$ cat src/rtl/riscv_lsu.sv
// rtl/riscv_lsu.sv - RV32I load/store unit, one outstanding access, IDLE -> ACCESS -> RESP.
// Define LSU_MISALIGN_TRAP_EN to turn misaligned halfword/word accesses into error responses.
module riscv_lsu #(
  parameter int TIMEOUT = 255
) (
  input  logic        CLK,
  input  logic        RESET,
  input  logic        req_valid,
  output logic        req_ready,
  input  logic        req_store,
  input  logic [2:0]  req_funct3,
  input  logic [31:0] req_addr,
  input  logic [31:0] req_wdata,
  output logic        rsp_valid,
  output logic [31:0] rsp_rdata,
  output logic        rsp_err,
  output logic [31:0] mem_addr,
  output logic [31:0] mem_wdata,
  output logic [3:0]  mem_wmask,
  output logic        mem_rstrb,
  input  logic [31:0] mem_rdata,
  input  logic        mem_ready
);

  localparam int CW = $clog2(TIMEOUT + 1);

  localparam logic [1:0] S_IDLE   = 2'd0;
  localparam logic [1:0] S_ACCESS = 2'd1;
  localparam logic [1:0] S_RESP   = 2'd2;

  logic [1:0]    state_q,  state_d;
  logic          store_q,  store_d;
  logic [2:0]    funct3_q, funct3_d;
  logic [31:0]   addr_q,   addr_d;
  logic [31:0]   wdata_q,  wdata_d;
  logic [CW-1:0] cnt_q,    cnt_d;
  logic [31:0]   rdata_q,  rdata_d;
  logic          err_q,    err_d;

  logic          bad_funct3;
  logic          misalign;
  logic [3:0]    wmask;
  logic [7:0]    lane_b;
  logic [15:0]   lane_h;
  logic [31:0]   load_data;

  always_comb begin
    if (req_store) bad_funct3 = req_funct3[2] || (req_funct3[1:0] == 2'b11);
    else           bad_funct3 = (req_funct3 == 3'b011) || (req_funct3[2:1] == 2'b11);
`ifdef LSU_MISALIGN_TRAP_EN
    misalign = ((req_funct3[1:0] == 2'b01) && req_addr[0]) ||
               ((req_funct3[1:0] == 2'b10) && (req_addr[1:0] != 2'b00));
`else
    misalign = 1'b0;
`endif
  end

  // Store data is replicated across lanes; the byte mask picks the lane actually written.
  always_comb begin
    case (funct3_q[1:0])
      2'b00: begin
        mem_wdata = {4{wdata_q[7:0]}};
        wmask     = 4'b0001 << addr_q[1:0];
      end
      2'b01: begin
        mem_wdata = {2{wdata_q[15:0]}};
        wmask     = 4'b0011 << {addr_q[1], 1'b0};
      end
      default: begin
        mem_wdata = wdata_q;
        wmask     = 4'b1111;
      end
    endcase
  end

  always_comb begin
    case (addr_q[1:0])
      2'b00:   lane_b = mem_rdata[7:0];
      2'b01:   lane_b = mem_rdata[15:8];
      2'b10:   lane_b = mem_rdata[23:16];
      default: lane_b = mem_rdata[31:24];
    endcase
    lane_h = addr_q[1] ? mem_rdata[31:16] : mem_rdata[15:0];
    case (funct3_q)
      3'b000:  load_data = {{24{lane_b[7]}}, lane_b};
      3'b001:  load_data = {{16{lane_h[15]}}, lane_h};
      3'b100:  load_data = {24'd0, lane_b};
      3'b101:  load_data = {16'd0, lane_h};
      default: load_data = mem_rdata;
    endcase
  end

  always_comb begin
    state_d  = state_q;
    store_d  = store_q;
    funct3_d = funct3_q;
    addr_d   = addr_q;
    wdata_d  = wdata_q;
    cnt_d    = cnt_q;
    rdata_d  = rdata_q;
    err_d    = err_q;
    case (state_q)
      S_IDLE: begin
        if (req_valid) begin
          store_d  = req_store;
          funct3_d = req_funct3;
          addr_d   = req_addr;
          wdata_d  = req_wdata;
          cnt_d    = '0;
          if (bad_funct3 || misalign) begin
            state_d = S_RESP;
            err_d   = 1'b1;
            rdata_d = 32'd0;
          end else begin
            state_d = S_ACCESS;
          end
        end
      end
      S_ACCESS: begin
        if (mem_ready) begin
          state_d = S_RESP;
          err_d   = 1'b0;
          rdata_d = store_q ? 32'd0 : load_data;
        end else if (cnt_q == CW'(TIMEOUT - 1)) begin
          state_d = S_RESP;
          err_d   = 1'b1;
          rdata_d = 32'd0;
        end else begin
          cnt_d = cnt_q + 1'b1;
        end
      end
      S_RESP: begin
        state_d = S_IDLE;
        err_d   = 1'b0;
        rdata_d = 32'd0;
      end
      default: state_d = S_IDLE;
    endcase
  end

  always_ff @(posedge CLK or negedge RESET) begin
    if (!RESET) begin
      state_q  <= S_IDLE;
      store_q  <= 1'b0;
      funct3_q <= 3'd0;
      addr_q   <= 32'd0;
      wdata_q  <= 32'd0;
      cnt_q    <= '0;
      rdata_q  <= 32'd0;
      err_q    <= 1'b0;
    end else begin
      state_q  <= state_d;
      store_q  <= store_d;
      funct3_q <= funct3_d;
      addr_q   <= addr_d;
      wdata_q  <= wdata_d;
      cnt_q    <= cnt_d;
      rdata_q  <= rdata_d;
      err_q    <= err_d;
    end
  end

  assign req_ready = (state_q == S_IDLE);
  assign rsp_valid = (state_q == S_RESP);
  assign rsp_rdata = rdata_q;
  assign rsp_err   = err_q;
  assign mem_addr  = {addr_q[31:2], 2'b00};
  assign mem_rstrb = (state_q == S_ACCESS) && !store_q;
  assign mem_wmask = ((state_q == S_ACCESS) && store_q) ? wmask : 4'b0000;

endmodule

$ cat config.mk
export PLATFORM = sky130hd
export DESIGN_NAME = riscv_lsu
export DESIGN_NICKNAME = d
export VERILOG_FILES = /design/src/rtl/riscv_lsu.sv
export SDC_FILE = /design/constraint.sdc
export NUM_CORES = 1
export LEC_CHECK = 0
export CORE_MARGIN = 5
export CORE_UTILIZATION = 40
export DETAILED_ROUTE_END_ITERATION = 8
export PLACE_DENSITY = 0.79
export SKIP_LAST_GASP = 1
export SLEW_MARGIN = 5
export SYNTH_ARGS = -nofsm -noshare
export SYNTH_HDL_FRONTEND = slang
export SYNTH_SLANG_ARGS = --single-unit
$ cat constraint.sdc
create_clock -name CLK -period 2 [get_ports CLK]
set_clock_uncertainty 0.05 [all_clocks]
set_input_delay 0.4 -clock CLK [delete_from_list [all_inputs] [get_ports CLK]]
set_output_delay 0.4 -clock CLK [all_outputs]
set_load 0.02 [all_outputs]
==> results.cfg <==
[clocking]
h-tree-depth = 3
clockRootBuffer = clkbuf_16
cts_sinks = 111
clockBufferDepth = 2
clock_latency_ns = 0.35
path_clk_slew_ns = 0.07
cts_tree = done
cts_buffers = 9

[yosys]
synth_flop_cell = dfrtp_1
ys_seq_elements = 111
yosysTopAreaCell = dfrtp_1
synth.distinct_cells = 48
synth.most_common_cell = nand2_1
synth_top_area_share_pct = 50.6
synthMuxAreaShare_pct = 7.00
synth_compound_area_share_pct = 12.4
synth_cells = 591
synthAdderAreaFrac_pct = 0.456
synthArstFlopShare_pct = 100
synth-edff-count = 0
synth_top_family_by_area = simple AND/OR/NAND/NOR gates
yosysSeqAreaShare_pct = 50.6
syn_avg_cell_area_um2 = 9.29
synthTopCellsByCount = 222 x nand2_1, 111 x dfrtp_1, 41 x buf_4
synth.area.top_cells = dfrtp_1 51%, nand2_1 15%, buf_4 5.6%
ys_warn_count = 0
synthesis.area_mm2 = 0.00549
post_synth_and_or_nand_nor_area_fraction_pct = 20.4
synth_xor_area_share_pct = 0.319

[routing]
viasPerCell = 5.17
antenna_left = 0
drtIter0Drc = 353
routedWlPerCell_um = 17.3
dr_total_vias = 4966
drt_pass1_iterations = 5
drt_wl_total_mm = 16.6
drc = 0

[placement]
dpl.cell_count = 933
dp_hpwl_mm = 12.2
portBuffers = 205
place_congestion = 0.867
placed_area_mm2 = 0.00770

[timing]
hold_viol_final = 0
finalSetupTns_ns = -0.388
fmax_ghz = 0.480
min_period_over_period_pct = 104
period_needed_ns = 2.09
fin_ws_ns = -0.0854
worst_pin_slew_ns = 0.629
maxSlewHeadroom_pct = 58.1
slew_violations = 0
finalSetupViolCount = 6
rsz0062_at_grt = yes

[min_path]
hold-path-endpoint = wdata_q[16]
hp-start = wdata_q[16]
hp-class = flop to flop
holdPathStages = 2

[outcome]
violations = setup timing
outcome = finished with violations

[pwr]
p_leak_uw = 0.00387
total_power_uw = 13000
power_density_mw_per_mm2 = 1590
vdd_drop_max_mv = 1.06

[flow_run]
maxCapViolations = 0

[floorplanning]
die_w_um = 127
die_y_um = 127
num_io_pins = 208
row_count = 42
dieArea_mm2 = 0.0162
core_area_mm2 = 0.0133
start_util_pct = 41.1

[setup_path]
path_delay_family = buffers and inverters
startpoint = funct3_q[1]
cp_max_fo = 16
cp_data_arrival_time_ns = 1.64
start_kind = flop
worstSetupPathType = flop to output port
crit_buf_inv = 2
timing.rr.end = rsp_rdata[8]
crit_path_end_kind = output port
cpMaxStageDelayCell = dfrtp_2
reg2reg_depth = 5
critPathRequiredTime_ns = 1.55
rrSetupSlack_ns = 0.04
r2r_start = funct3_q[1]
worst_path_largest_cell_delay_ns = 0.45
path_cells = bufbuf_16, o21ai_1, dlygate4sd2_1

[global_routing]
grt_overflow_total = 0
antenna_found_initial = 0
grt_pass1_vias = 5283
grt_usage_pct = 20.7
grt_pass1_wl_mm = 26.8
grt_start_max_net_pins = 52

[final_layout]
layout.nets = 886
layout-drive-gt1-share_pct = 16.4
final_core_util_pct = 61.4
diodes = 0
final_cell_area_mm2 = 0.00819
area_delta_synth_final_pct = 49.2
fin_cells = 961
## logic make-up after synthesis
group,Yosys count
AND/OR/NAND/NOR,266
flip-flops,111
AO/OA/AOI/OAI,91
buffers and inverters,83
multiplexers,35
adder cells (fa/ha/maj),2
XOR/XNOR,2
other,1
## flip-flops by register name (all words and copies together) (netlist names)
signal / count
addr_q: 32
store_q: 1
wdata_q: 32
funct3_q: 3
state_q: 2
rsp_err: 1
rsp_rdata: 32
cnt_q: 8
## tightest hold or removal path, cell delays in order (launching register included)
cell and delay, ns:
dfrtp_1 0.35, nand2_1 0.05, nand2_1 0.05
## layer usage
layer	global-route usage, %	vias up	part of all wire (%)
li1	-	2319	-
met1	25.1	2385	39
met2	34.0	230	49
met3	7.68	32	9.7
met4	7.19	0	2.2
met5	0	-	0
## through the flow
step | hold WS [ns] | setup WS [ns]
finish | 0.425 | -0.0854
global route | 0.453 | -0.135
CTS | 0.429 | -0.163
detailed placement | 0.333 | -0.443
global placement | 0.334 | -0.333
floorplan | 0.0544 | 0.0491
## repair_timing
item,4_1_cts,5_1_grt
buffers inserted,6,4
hold buffers,1,0
hold endpoints to repair,32,0
cloned,1,0
pin swaps,3,1
gates resized for setup,113,38
setup endpoints to repair,49,35
## area by class of cell
cell class / instances / area (µm²)
Sequential cell: 111 / 2780
Clock buffer: 9 / 225
Clock inverter: 7 / 120
Timing Repair Buffer: 253 / 2490
Inverter: 7 / 26.3
Multi-Input combinational cell: 398 / 2320
Fill cell: 1097 / 5160
Tap cell: 176 / 220
## layout by cell type (no fill, tap or decap), types with 3 or more instances in the layout
cell type	n
nand2_1	221
clkdlybuf4s50_1	172
dfrtp_1	108
buf_4	37
a221o_1	22
mux2i_1	16
o21ai_0	15
mux2_2	11
a21oi_1	11
nor2_1	10
buf_2	10
clkbuf_16	9
buf_6	9
buf_12	9
o21ai_1	8
a22o_1	8
inv_1	7
o2bb2ai_1	7
or3_1	7
mux2_4	6
nor2b_1	5
clkbuf_2	5
dlygate4sd2_1	4
clkdlybuf4s15_2	4
a21oi_2	3
nand3_1	3
o211ai_1	3
nor3_1	3
dfrtp_2	3
bufinv_16	3
## power by group
part | switching [µW] | internal (µW)
registers | 677 | 3140
logic | 3700 | 3410
clock network | 842 | 1230
## worst max-delay path by stage
| stage | endpoint | slack (ns) | cells after the start |
|---|---|---|---|
| final | mem_wdata[26] | -0.09 | 3 |
| after global routing | mem_wdata[26] | -0.13 | 3 |
| after CTS | mem_wdata[14] | -0.16 | 4 |
| after detailed placement | rsp_rdata[19] | -0.44 | 5 |
| after global placement | rsp_rdata[19] | -0.33 | 5 |
| after floorplan | rsp_rdata[21] | 0.05 | 7 |
Power figures use the tool's default switching activity.
